## src/rtl/ls299_pixel_serializer.sv

```systemverilog
// Bitplane parallel-in/serial-out pixel shifter with a line-position counter.
// Loads PLANES words every WIDTH pixels and shifts left (or right when flipped).
module ls299_pixel_serializer #(
  parameter int unsigned PLANES = 2,
  parameter int unsigned WIDTH  = 8,
  localparam int unsigned CW    = $clog2(WIDTH)
) (
  input  logic                      clk,
  input  logic                      n_clr,
  input  logic                      pix_ce,
  input  logic                      n_sync,
  input  logic [PLANES*WIDTH-1:0]   d_plane,
  input  logic                      d_valid,
  input  logic                      flip,
  input  logic                      underrun_clr,
  output logic [PLANES-1:0]         pix,
  output logic [CW-1:0]             pix_cnt,
  output logic                      ld_done,
  output logic                      underrun
);

  localparam logic [CW-1:0] CNT_LAST = CW'(WIDTH - 1);

  logic [PLANES-1:0][WIDTH-1:0] sr;
  logic [CW-1:0]                cnt;
  logic                         flip_l;
  logic                         load_c;

  // A load happens on the last pixel of a word or on a line restart.
  assign load_c  = pix_ce & ((cnt == CNT_LAST) | ~n_sync);
  assign pix_cnt = cnt;

  // Shift registers, counter and latched flip direction.
  always_ff @(posedge clk or negedge n_clr) begin
    if (!n_clr) begin
      sr     <= '0;
      cnt    <= CNT_LAST;
      flip_l <= 1'b0;
    end else if (load_c) begin
      sr     <= d_valid ? d_plane : '0;
      flip_l <= flip;
      cnt    <= '0;
    end else if (pix_ce) begin
      for (int p = 0; p < int'(PLANES); p++) begin
        sr[p] <= flip_l ? {1'b0, sr[p][WIDTH-1:1]} : {sr[p][WIDTH-2:0], 1'b0};
      end
      cnt <= cnt + CW'(1);
    end else if (!n_sync) begin
      cnt <= CNT_LAST;
    end
  end

  // Load strobe and sticky underrun flag; a new underrun beats a clear.
  always_ff @(posedge clk or negedge n_clr) begin
    if (!n_clr) begin
      ld_done  <= 1'b0;
      underrun <= 1'b0;
    end else begin
      ld_done <= load_c;
      if (load_c && !d_valid) begin
        underrun <= 1'b1;
      end else if (underrun_clr) begin
        underrun <= 1'b0;
      end
    end
  end

  // Output pixel is the bit about to leave the register in the current direction.
  always_comb begin
    pix = '0;
    for (int p = 0; p < int'(PLANES); p++) begin
      pix[p] = flip_l ? sr[p][0] : sr[p][WIDTH-1];
    end
  end

endmodule

```

## config.mk

```make
export PLATFORM = sky130hd
export DESIGN_NAME = ls299_pixel_serializer
export DESIGN_NICKNAME = d
export VERILOG_FILES = /design/src/rtl/ls299_pixel_serializer.sv
export SDC_FILE = /design/constraint.sdc
export NUM_CORES = 1
export LEC_CHECK = 0
export BUFFER_PORTS_ARGS = -buffer_cell sky130_fd_sc_hd__buf_4
export CAP_MARGIN = 20
export CELL_PAD_IN_SITES_DETAIL_PLACEMENT = 1
export CELL_PAD_IN_SITES_GLOBAL_PLACEMENT = 1
export CORE_MARGIN = 3
export CORE_UTILIZATION = 37
export CTS_BUF_LIST = sky130_fd_sc_hd__clkbuf_4 sky130_fd_sc_hd__clkbuf_8
export DETAILED_ROUTE_END_ITERATION = 16
export GPL_ROUTABILITY_DRIVEN = 0
export MAX_ROUTING_LAYER = met4
export PLACE_DENSITY_LB_ADDON = 0.1
export SLEW_MARGIN = 20
export SYNTH_ARGS = -nofsm -noshare
export SYNTH_HDL_FRONTEND = slang
export SYNTH_SLANG_ARGS = --single-unit
export TNS_END_PERCENT = 100
```

## constraint.sdc

```tcl
create_clock -name clk -period 1.6 [get_ports clk]
set_clock_uncertainty 0.15 [all_clocks]
set_input_delay 0.08 -clock clk [delete_from_list [all_inputs] [get_ports clk]]
set_output_delay 0.08 -clock clk [all_outputs]
set_load 0.01 [all_outputs]
```

==> metrics, run 1 <==
outcome=finished with violations; violated checks=negative setup slack; RR Endpoint=sr[13]; max incr delay on CP=between 0.5 and 0.6 ns; share of layout cells above drive strength 1=between 30% and 40%; placed wire-length estimate=between 2000 and 2500 um; R2R Path Start=pix_cnt[1]; clock sink count=22; Clock transition at path regs=between 0.1 and 0.15 ns; cell mode on critical path=ha_4; Mapped Nets=about 160; DRT Wirelength=approximately 3500 um; period utilization=103%; final hold violation count=0; register area share after synthesis=roughly 45%; Slew HR=around 74%; startpoint types=register; Setup Viol. Count Final=15; leading area contributor after synthesis=dfrtp_1; CP max-delay cell=dfstp_2; Layout Cells excl Fill=approximately 230; DR iter-0 viols=29; via count=approximately 1100; Syn Area/Cell=9.55 um2; placed insts=just under 200; number of synthesized flops with an enable pin=0; Main synth FF type=dfrtp_1; Worst Setup EP=sr[13]; shortest period the worst path allows=1.64 ns; critical path, cell by cell=ha_4 -> ha_4 -> nand2b_4 -> buf_12 -> nand3_1 -> a31oi_1; share of the synthesized area in the top cell type=38.3%; pwr dens=852 nW/um2; register bit total from synthesis=22; GRT Util Overall=19.5%; ant diodes=0; die width=~64 um; maximum vdd drop=~0.42 mV; Final #Nets=about 210; final instance area=1830 um2; H-tree levels=1; Worst Setup Path Type=register to register; asr flop ratio synth=100%; WL/cell=approximately 16 um; via-per-instance ratio=5.05; dominant cells by area after synthesis=dfrtp_1 (38%), mux2_2 (14%), a31oi_1 (8.1%); vias in the first global route=about 1200; worst hold path class=primary input to register; Rows=20; Least-Margin Pin Slew=~0.39 ns; Leak=0.000791 uW; Clock Latency Late Sink=around 0.31 ns; CTS tree=yes; DP Worst Slack=-0.0284 ns; max-cap violations=0; RSZ-0062 raised after global routing=yes; Cell Area, Placed=around 1600 um2; Ports=30; Post-Syn Instances=between 100 and 150; Post-DRT Antenna Nets=0; grt ovf=0; Max Slew Vio Count=0; largest net degree at the start of global routing=40; Synth Cell Area=1240 um2; initial antenna violation count=0; Critical Path End Type=register; DR pass1 iterations=4; Distinct cells, synth=22; Setup WS post-layout=-0.0443 ns; Die Ht=about 64 um; synth cell count leaders=dfrtp_1 (19), nand3_1 (18), a31oi_1 (16), nor2_1 (16), mux2_2 (15); CP Max Fanout=8; most frequent cell after synthesis=dfrtp_1; die outline area=~4100 um2; Crit path required time=roughly 1.7 ns; Num CTS Buffers=3; IO buf count=29; reg2reg path depth=6; Critical Path AT=1.74 ns; first-pass GRT wire length=5980 um; hold_ws=approximately 0.025 ns; number of remaining DRC errors=0; clk buf depth=2; CTS root buf=clkbuf_4; fmax=between 600 and 700 MHz; area of the core=about 3100 um2; crit path launch=pix_cnt[1]; area grow syn2layout=47.6%; reg2reg setup slack=-0.04 ns; Ys Warns=0; setup TNS=-0.392 ns; Starting Density=about two fifths
## worst min path at each step
| stage | start | to | slack, ns | cells past startpoint |
|---|---|---|---|---|
| 3_3_place_gp | n_clr | ld_done | -0.16 | 1 |
| 3_5_place_dp | n_clr | ld_done | -0.16 | 1 |
| 5_1_grt | n_clr | sr[13] | 0.02 | 2 |
| 6_report | pix_ce | pix_cnt[2] | 0.02 | 3 |
| 4_1_cts | n_clr | sr[13] | 0.03 | 2 |
| 2_1_floorplan | n_clr | flip_l | -0.37 | 0 |
## metal layers
| metal | GRT usage, % | wire (um) | up-vias |
|---|---|---|---|
| li1 | - | - | 560 |
| met1 | 23.6 | 1560 | 562 |
| met2 | 33.4 | 1850 | 18 |
| met3 | 2.99 | 94 | 2 |
| met4 | 5.66 | 19 | 0 |
| met5 | - | 0 | - |
## cell families (layout without fill, tap and decap cells)
group | Yosys count | in the layout | synth area share [%]
AND/OR/NAND/NOR | 55 | 55 | 21.2
multiplexers | 15 | 15 | 13.6
buffers and inverters | 14 | 66 | 7.96
flip-flops | 22 | 22 | 44.7
AO/OA/AOI/OAI | 22 | 22 | 10.6
adder cells (fa/ha/maj) | 2 | 2 | 2.02
## metrics by stage
| step | utilization, % | power (uW) |
|---|---|---|
| floorplan | - | 1010 |
| global placement | 50.0 | 1170 |
| detailed placement | 50.0 | 1200 |
| CTS | 58.4 | 1580 |
| global route | 58.6 | 1680 |
| finish | 58.6 | 1560 |
## flip-flops by register name (all words and copies together), names as in the netlist
signal / cells
underrun: 1
pix_cnt: 3
sr: 16
flip_l: 1
ld_done: 1
## layout make-up
cell class / count / area [um2]
clock buffer: 4 / 36.3
fill: 356 / 1300
inverter: 2 / 7.51
multi-input combinational: 94 / 638
sequential: 22 / 554
tap: 44 / 55.1
timing repair buffer: 60 / 541
## cell usage in the layout, fill, tap and decap left out, types with 2 or more instances in the layout
cell           instances
a21oi_1                2
a31oi_1               16
and4bb_2               2
buf_12                 3
buf_4                 36
clkbuf_4               3
dfrtp_1               19
dfstp_2                3
dlygate4sd3_1         21
ha_4                   2
inv_1                  2
mux2_2                15
nand2_1               12
nand3_1               16
nand3_2                2
nor2_1                16
nor2b_1                4
o21ai_0                3
## power by group
group	total (uW)	internal (uW)	switching (uW)
Sequential	705	640	65.4
Clock	321	139	182
Combinational	535	310	225
Total	1560	1090	472
## worst max-delay path: cells and delay by family (launching register included)
family / cells / cell delay (ns)
fa+ha+maj: 2 / 0.28
simple gates: 2 / 0.25
buf+inv: 1 / 0.13
flops: 1 / 0.58
compound gates: 1 / 0.18
## repair_timing
item / 4_1_cts / 5_1_grt
pin swaps: 7 / 4
resized for setup: 0 / 1
buffers inserted: 2 / 0
hold endpoints to repair: 42 / 0
hold buffers: 21 / 0
endpoints found under the setup margin: 19 / 18
(Power assumes the default switching activity.)
==> run 2, diff against run 1 <==
--- a/config.mk
+++ b/config.mk
@@ -16,6 +16,7 @@
 export GPL_ROUTABILITY_DRIVEN = 0
 export MAX_ROUTING_LAYER = met4
 export PLACE_DENSITY_LB_ADDON = 0.1
+export REMOVE_ABC_BUFFERS = 1
 export SLEW_MARGIN = 20
 export SYNTH_ARGS = -nofsm -noshare
 export SYNTH_HDL_FRONTEND = slang
==> run 2 against run 1 <==
The run still ends with negative setup slack left. Sequential power about the same. Clock-buffer cell count stayed put. First-iteration DRC count up 52%. Fmax decreased by 4.0%. Worst setup slack got worse by 0.069 ns. Hold slack got worse by 0.0064 ns. Final cell count up 1.3%. Flip-flop and latch count is the same. Sequential share of layout area shrank 0.37 points. Utilization up 0.72 points. Critical endpoint unchanged. Highest routed layer unchanged.
==> metrics, run 2 (synthesis results as in run 1) <==
Crit path required time=1.68 ns (-0.02 ns); Max Slew Vio Count=0 (unchanged); Final #Nets=211 (+1.4%); period utilization=107% (+4.3 points); maximum vdd drop=0.465 mV (+9.6%); largest net degree at the start of global routing=25 (-38%); ant diodes=0 (unchanged); internal power=1090 uW (+0.52%); area grow syn2layout=49.4%; Leak=0.000800 uW (+1.0%); violated checks=negative setup slack; Least-Margin Pin Slew=0.281 ns (-0.109 ns); first-pass GRT wire length=5820 um (-2.7%); IO buf count=29 (unchanged); GRT Util Overall=18.8% (-0.75 points); CTS root buf=clkbuf_4; P_sw=466 uW (-1.4%); R2R Path Start=pix_cnt[1]; number of remaining DRC errors=0 (unchanged); Clock transition at path regs=0.13 ns (about the same); DR iter-0 viols=44 (+52%); Die Ht=63.9 um (unchanged); clk buf depth=2 (unchanged); DRT Wirelength=3540 um (+0.57%); met3 Resource Use GR=2.28% (-0.70 points); fmax=584 MHz (-4.0%); die outline area=4090 um2 (unchanged); die width=63.9 um (unchanged); clock sink count=22 (unchanged); Post-DRT Antenna Nets=0 (unchanged); WL/cell=15.5 um (-0.75%); max-cap violations=0 (unchanged); Critical Path AT=1.79 ns (+0.05 ns); Clock Latency Late Sink=0.32 ns (about the same); Tot Pwr=1560 uW (about the same); outcome=finished with violations; share of layout cells above drive strength 1=39.5% (+1.5 points); Ports=30 (unchanged); CP Max Fanout=8 (unchanged); via count=1159 (+1.5%); Critical Path End Type=register; crit path launch=pix_cnt[1]; GR Layer Usage met2=30.6% (-2.8 points); placed wire-length estimate=2160 um (-4.6%); DR pass1 iterations=4 (unchanged); CTS tree=yes; final hold violation count=0 (unchanged); share of power burned in registers=45.1% (about the same); vias in the first global route=1212 (-0.49%); Layout Utilization=59.3% (+0.72 points); Num CTS Buffers=3 (unchanged); Setup Viol. Count Final=18 (+3); GR peak layer=met2; area of the core=3130 um2 (unchanged); H-tree levels=1 (unchanged); met1 usage=24.0% (+0.34 points); initial antenna violation count=0 (unchanged); Net Sw Frac=29.8% (-0.41 points); RSZ-0062 raised after global routing=yes; largest register by flop count=sr; pwr dens=841 nW/um2 (-1.3%); worst hold path class=primary input to asynchronous set/reset pin; Starting Density=39.7% (unchanged); via-per-instance ratio=5.06 (+0.16%); setup TNS=-0.651 ns (-0.259 ns); Worst Setup Path Type=register to register; hold_ws=0.0185 ns (-0.00644 ns); commonest cells after routing, fill and taps aside=buf_4 (38), dlygate4sd3_1 (22), dfrtp_1 (19); Slew HR=81.3% (+7.3 points); Largest register FFs=16 (unchanged); startpoint types=register; shortest period the worst path allows=1.71 ns (+0.0688 ns); most common cell after layout, fill and taps aside=buf_4; DP Worst Slack=-0.135 ns (-0.107 ns); Rows=20 (unchanged); Setup WS post-layout=-0.113 ns (-0.0688 ns); Combinational Power Share=34.6% (+0.3 points); Clock power frac=20.2% (-0.4 points); grt ovf=0 (unchanged)
-- run 2: changes by cell type in the layout (fill, tap and decap cells not counted), sizes merged --
cell	delta
buf	+2
dlygate4sd3	+1
-- run 2: power by group through the flow --
| stage | clock [uW] | sequential (uW) | combinational, uW |
|---|---|---|---|
| floorplan | 0 | 713 | 226 |
| global placement | 0 | 707 | 439 |
| detailed placement | 0 | 712 | 451 |
| CTS | 316 | 705 | 530 |
| global route | 352 | 716 | 596 |
| finish | 316 | 704 | 540 |
-- run 2: cell type report --
type	count	area, um2
Tap cell	44	55.1
Multi-Input combinational cell	94	646
Sequential cell	22	554
Fill cell	354	1270
Clock buffer	4	36.3
Timing Repair Buffer	63	556
Inverter	2	7.51
-- run 2: final timing paths --
path                              endpoint  slack (ns)  depth (start not counted)
min in group clk                  underrun        0.34                          3
worst min register to register    underrun        0.40                          2
worst max register to register      sr[13]       -0.11                          6
max in group asynchronous       pix_cnt[0]        1.00                          2
worst max-delay path                sr[13]       -0.11                          6
worst min-delay path                 sr[7]        0.02                          2
-- run 2: stage by stage --
step | std cells | cell area (um2)
finish | 229 | 1850
global route | 229 | 1850
CTS | 229 | 1820
detailed placement | 200 | 1500
global placement | 200 | 1500
floorplan | 118 | 1150
-- run 2: per-layer routing --
metal  part of all wire [%]  wire length, um
met5                      0                0
met4                    1.2               44
met3                    3.2              112
met2                     50             1780
met1                     45             1600
-- run 2: what timing repair did --
item,in CTS,in global routing
hold buffers,22,0
pin swaps,4,15
gates resized for setup,7,7
buffers inserted,3,0
endpoints found under the setup margin,20,18
hold endpoints to repair,42,0
cloned,0,0
-- run 2: critical path: stages, from the launching register on --
cell and delay [ns]:
dfstp_2 0.58, ha_4 0.14, ha_4 0.15, nand2b_4 0.16, buf_8 0.14, nand3_2 0.08, a31oi_1 0.22
